### src/rtl/divider_controller.sv
// Sequencing FSM for the 10-bit restoring divider: operand capture, 15 shift/update iterations, done/status.
// Optional DIV_OVF_ABORT_EN: an overflow seen in UPDATE ends the division immediately.
module divider_controller #(
  parameter int DONE_CYCLES = 1
) (
  input  logic i_clk,
  input  logic i_rst,
  input  logic i_start,
  input  logic i_dvz,
  input  logic i_ovf,
  input  logic i_carry_out,
  output logic o_load_a,
  output logic o_load_b,
  output logic o_load_Q,
  output logic o_load_Q_next,
  output logic o_load_acc,
  output logic o_load_acc_next,
  output logic o_load_counter,
  output logic o_enable_counter,
  output logic o_sel_Q,
  output logic o_sel_acc,
  output logic o_sel_dvz,
  output logic o_busy,
  output logic o_done,
  output logic o_err_dvz,
  output logic o_err_ovf
);

  typedef enum logic [2:0] {
    IDLE   = 3'd0,
    INIT   = 3'd1,
    SHIFT  = 3'd2,
    UPDATE = 3'd3,
    DONE   = 3'd4
  } state_t;

  localparam logic [3:0] HOLD_LAST = 4'(DONE_CYCLES - 1);
`ifdef DIV_OVF_ABORT_EN
  localparam logic OVF_ABORT = 1'b1;
`else
  localparam logic OVF_ABORT = 1'b0;
`endif

  state_t     r_state;
  state_t     w_state_next;
  logic [3:0] r_hold;
  logic       r_load_q, r_load_q_next, r_load_acc, r_load_acc_next, r_load_counter;
  logic       r_sel_q, r_sel_acc, r_busy, r_done, r_err_dvz, r_err_ovf;
  logic       w_accept;
  logic       w_leave_update;

  // The request must be acted on in the cycle it is sampled, so the operand
  // loads and the counter step are the only outputs not taken from a register.
  assign w_accept       = (r_state == IDLE) && i_start && !i_rst;
  assign w_leave_update = i_carry_out || (OVF_ABORT && i_ovf);

  always_comb begin
    w_state_next = r_state;
    case (r_state)
      IDLE:    if (i_start) w_state_next = i_dvz ? DONE : INIT;
      INIT:    w_state_next = SHIFT;
      SHIFT:   w_state_next = UPDATE;
      UPDATE:  w_state_next = w_leave_update ? DONE : SHIFT;
      DONE:    if (r_hold == HOLD_LAST) w_state_next = IDLE;
      default: w_state_next = IDLE;
    endcase
  end

  // Registered controls are decoded from the state being entered so they are
  // valid for the whole of that state.
  always_ff @(posedge i_clk or posedge i_rst) begin
    if (i_rst) begin
      r_state         <= IDLE;
      r_hold          <= 4'd0;
      r_load_q        <= 1'b0;
      r_load_q_next   <= 1'b0;
      r_load_acc      <= 1'b0;
      r_load_acc_next <= 1'b0;
      r_load_counter  <= 1'b0;
      r_sel_q         <= 1'b0;
      r_sel_acc       <= 1'b0;
      r_busy          <= 1'b0;
      r_done          <= 1'b0;
      r_err_dvz       <= 1'b0;
      r_err_ovf       <= 1'b0;
    end else begin
      r_state         <= w_state_next;
      r_hold          <= (r_state == DONE && w_state_next == DONE) ? r_hold + 4'd1 : 4'd0;
      r_load_q        <= (w_state_next == INIT) || (w_state_next == UPDATE);
      r_load_acc      <= (w_state_next == INIT) || (w_state_next == UPDATE);
      r_sel_q         <= (w_state_next == UPDATE);
      r_sel_acc       <= (w_state_next == UPDATE);
      r_load_q_next   <= (w_state_next == SHIFT);
      r_load_acc_next <= (w_state_next == SHIFT);
      r_load_counter  <= (w_state_next == INIT);
      r_busy          <= (w_state_next != IDLE);
      r_done          <= (w_state_next == DONE);
      if (r_state == IDLE && i_start) begin
        r_err_ovf <= 1'b0;
        r_err_dvz <= i_dvz;
      end else if (r_state == UPDATE && i_ovf) begin
        r_err_ovf <= 1'b1;
      end
    end
  end

  assign o_load_a         = w_accept;
  assign o_load_b         = w_accept;
  assign o_enable_counter = (r_state == UPDATE) && !w_leave_update;
  assign o_load_Q         = r_load_q;
  assign o_load_Q_next    = r_load_q_next;
  assign o_load_acc       = r_load_acc;
  assign o_load_acc_next  = r_load_acc_next;
  assign o_load_counter   = r_load_counter;
  assign o_sel_Q          = r_sel_q;
  assign o_sel_acc        = r_sel_acc;
  assign o_sel_dvz        = r_err_dvz;
  assign o_busy           = r_busy;
  assign o_done           = r_done;
  assign o_err_dvz        = r_err_dvz;
  assign o_err_ovf        = r_err_ovf;

endmodule
### config.mk
export PLATFORM = sky130hd
export DESIGN_NAME = divider_controller
export DESIGN_NICKNAME = d
export VERILOG_FILES = /design/src/rtl/divider_controller.sv
export SDC_FILE = /design/constraint.sdc
export NUM_CORES = 1
export LEC_CHECK = 0
export CORE_MARGIN = 3
export CORE_UTILIZATION = 47
export DETAILED_ROUTE_END_ITERATION = 8
export MAX_ROUTING_LAYER = met4
export PLACE_DENSITY_LB_ADDON = 0.3
export SETUP_SLACK_MARGIN = 0.3
export SLEW_MARGIN = 0
export SYNTH_ARGS = -nofsm -noshare
export SYNTH_HDL_FRONTEND = slang
export SYNTH_SLANG_ARGS = --single-unit
### constraint.sdc
create_clock -name i_clk -period 3.4 [get_ports i_clk]
set_input_delay 0.68 -clock i_clk [delete_from_list [all_inputs] [get_ports i_clk]]
set_output_delay 0.68 -clock i_clk [all_outputs]
set_load 0.01 [all_outputs]
==> impl_metrics.py <==
metrics = {
    "status": {
        "status": "finished, final reports clean",
    },
    "cts": {
        "cts_sinks": 15,
        "postCtsSetupRepairBufs": 0,
        "clk_pin_slew_ns": 0.07,
        "cts_buffers": 3,
        "postCtsHoldBufs": 0,
        "post_cts_resize_count": 0,
        "cts_htree_levels": 1,
        "cts_tree": "yes",
        "cts_root_buf": "clkbuf_4",
        "clkLatencyLatePin_ns": 0.28,
        "clk_path_buf_depth": 2,
    },
    "synth": {
        "synth_area_um2": 667,
        "synth_nets": 69,
        "yosysWarnings": 0,
        "synthDistinctLibCells": 22,
        "netlist_instances": 61,
        "synth-seq-area-share": 0.563,
        "syn_area_per_cell_um2": 10.9,
        "synth-seq-cells": 15,
    },
    "timing": {
        "tns_ns": 0,
        "hold_ws_ns": 0.509,
        "period_minus_slack_ns": 3.02,
        "finClkSkew_ns": 0.00863,
        "worstMarginPinSlew_ns": 0.562,
        "slew_viol_final": 0,
        "hold_violations": 0,
        "relSlewSlack": 0.625,
        "setup_violations": 0,
        "rsz0062_at_grt": "no",
        "finalCritPeriodShare": 0.888,
        "fmax_ghz": 0.331,
    },
    "floorplan": {
        "initial_core_util": 0.548,
        "dieArea_um2": 1910,
        "die_h_um": 43.7,
        "io_pins": 21,
        "core-area_um2": 1220,
        "rows": 12,
        "die_w_um": 43.7,
    },
    "placement": {
        "dp_hpwl_um": 1010,
        "dpl_cell_area_um2": 836,
        "routabilityCongestion": 0.730,
        "port_buffers": 20,
    },
    "detailed_routing": {
        "vias": 466,
        "drtAntennaViolNets": 0,
        "wire_per_inst_um": 13.2,
        "dr.pass1.iters": 3,
        "drtIter0Drc": 4,
        "drc": 0,
        "wl_um": 1230,
        "via_per_inst": 5.01,
    },
    "global_routing": {
        "grt_use_total": 0.162,
        "antenna_found_initial": 0,
        "grt_max_degree": 16,
        "first_global_vias": 479,
        "grt_overflow": 0,
        "grt_pass1_wl_um": 2150,
    },
    "setup_path": {
        "end_kind": "output port",
        "cp_slowest_stage_delay_ns": 0.56,
        "worstPathMaxFanout": 3,
        "critPathSlowestCell": "clkdlybuf4s50_1",
        "path_class": "in2out",
        "worst_path_most_repeated_cell": "clkdlybuf4s50_1",
        "arrival_ns": 2.34,
        "startpoint_type": "input pin",
        "required_ns": 2.72,
        "crit_chain": "clkdlybuf4s50_1, or4b_4, nor2_1, clkdlybuf4s50_1",
    },
    "power_and_ir_drop": {
        "p_sw_w": 0.000219,
        "swShare": 0.330,
        "ir_worst_vdd_v": 0.000405,
        "p_leak_nw": 0.406,
        "p_int_w": 0.000445,
        "powerDensity_nw_per_um2": 769,
        "pwr-share-seq": 0.429,
        "power_frac_clock": 0.143,
        "pwr-share-comb": 0.427,
    },
    "finish": {
        "area.growth.synth_to_final_pct": 29.5,
        "antenna_cells": 0,
        "nets": 88,
        "drive_above_1_share": 0.0759,
        "final_area_um2": 863,
        "final_util": 0.710,
        "n_fill_cell": 103,
    },
    "job": {
        "cap_violations": 0,
    },
    "worst_hold_path": {
        "hold_class": "reg2reg",
    },
}
cell usage after synthesis:
library cell | n | area share
a21oi_1 | 1 | 0.0075
a211o_1 | 1 | 0.013
nand3_1 | 3 | 0.023
xor2_1 | 1 | 0.013
nor2b_1 | 2 | 0.019
nor3_1 | 2 | 0.015
nand2b_1 | 1 | 0.0094
and3b_1 | 1 | 0.013
buf_6 | 1 | 0.017
or4b_4 | 1 | 0.021
dfrtp_1 | 15 | 0.56
buf_4 | 5 | 0.056
xnor2_1 | 1 | 0.013
o311ai_2 | 1 | 0.024
and3_1 | 1 | 0.0094
nor2_1 | 8 | 0.045
a211oi_1 | 2 | 0.023
ha_1 | 2 | 0.038
nand4_1 | 1 | 0.0094
nor4b_1 | 1 | 0.013
inv_1 | 6 | 0.034
nand2_1 | 4 | 0.023
kinds of logic (layout without fill, tap and decap cells):
logic type	after synthesis	count (layout)	synth area share
buf+inv	12	30	0.107
simple gates	25	25	0.199
fa+ha+maj	2	2	0.0375
compound gates	5	5	0.0675
xor+xnor	2	2	0.0263
flops	15	15	0.563
layout by cell type, fill, tap and decap left out:
| cell type | n |
|---|---|
| dfrtp_1 | 15 |
| nor3_1 | 2 |
| xor2_1 | 1 |
| a211oi_1 | 2 |
| xnor2_1 | 1 |
| a21oi_1 | 1 |
| nand2_1 | 4 |
| nand4_1 | 1 |
| nor4b_1 | 1 |
| nor2b_1 | 2 |
| or4b_4 | 1 |
| nand2b_1 | 1 |
| clkdlybuf4s50_1 | 20 |
| and3_1 | 1 |
| nor2_1 | 8 |
| nand3_1 | 3 |
| o311ai_2 | 1 |
| clkinv_2 | 1 |
| a211o_1 | 1 |
| clkbuf_4 | 3 |
| ha_1 | 2 |
| and3b_1 | 1 |
| inv_1 | 6 |
through the flow:
step | setup WS, ns | total power, W | cells
after floorplan | 1.21 | 0.000449 | 61
after global placement | 0.406 | 0.000565 | 89
after detailed placement | 0.370 | 0.000576 | 89
after CTS | 0.370 | 0.000673 | 93
after global routing | 0.312 | 0.000714 | 93
final | 0.381 | 0.000664 | 93
final timing paths:
| kind | startpoint | endpoint | slack [ns] | cells after the start |
|---|---|---|---|---|
| max | i_start | o_load_b | 0.38 | 4 |
| min | r_hold[0]$_DFF_PP0_ | r_hold[0]$_DFF_PP0_ | 0.51 | 1 |
| max reg2reg | r_hold[0]$_DFF_PP0_ | o_busy$_DFF_PP0_ | 1.96 | 5 |
| min reg2reg | r_hold[0]$_DFF_PP0_ | r_hold[0]$_DFF_PP0_ | 0.51 | 1 |
| max in group asynchronous | i_rst | r_hold[2]$_DFF_PP0_ | 2.26 | 2 |
| min in group asynchronous | i_rst | r_state[2]$_DFF_PP0_ | 0.77 | 2 |
flip-flops by register name, summed over array words and instances (netlist names):
signal	count
o_err_ovf	1
r_state	3
o_load_acc_next	1
o_busy	1
r_hold	4
o_load_counter	1
o_load_acc	1
o_sel_acc	1
o_done	1
o_err_dvz	1
power by group through the flow:
stage	Combinational [W]	Sequential (W)	Clock (W)
2_1_floorplan	0.000157	0.000292	0
3_3_place_gp	0.000281	0.000284	0
3_5_place_dp	0.000288	0.000289	0
4_1_cts	0.000288	0.000285	0.000100
5_1_grt	0.000308	0.000296	0.000110
6_report	0.000284	0.000285	0.0000952
layout make-up:
cell class | instances | area, um^2 | area share
Sequential cell | 15 | 375 | 0.435
Inverter | 6 | 22.5 | 0.0261
Clock inverter | 1 | 5.00 | 0.00580
Multi-Input combinational cell | 34 | 220 | 0.255
Tap cell | 14 | 17.5 | 0.0203
Clock buffer | 3 | 22.5 | 0.0261
Timing Repair Buffer | 20 | 200 | 0.232
per-layer routing:
layer,share of wire,track usage
met1,0.42,0.181
met2,0.52,0.259
met3,0.059,0.0747
met4,0,0.0422
met5,0,-
worst max-delay path, delay by kind of cell:
family | cells | cell delay [ns]
buffers and inverters | 2 | 1.05
and+or+nand+nor | 2 | 0.61
(Power assumes the default switching activity.)
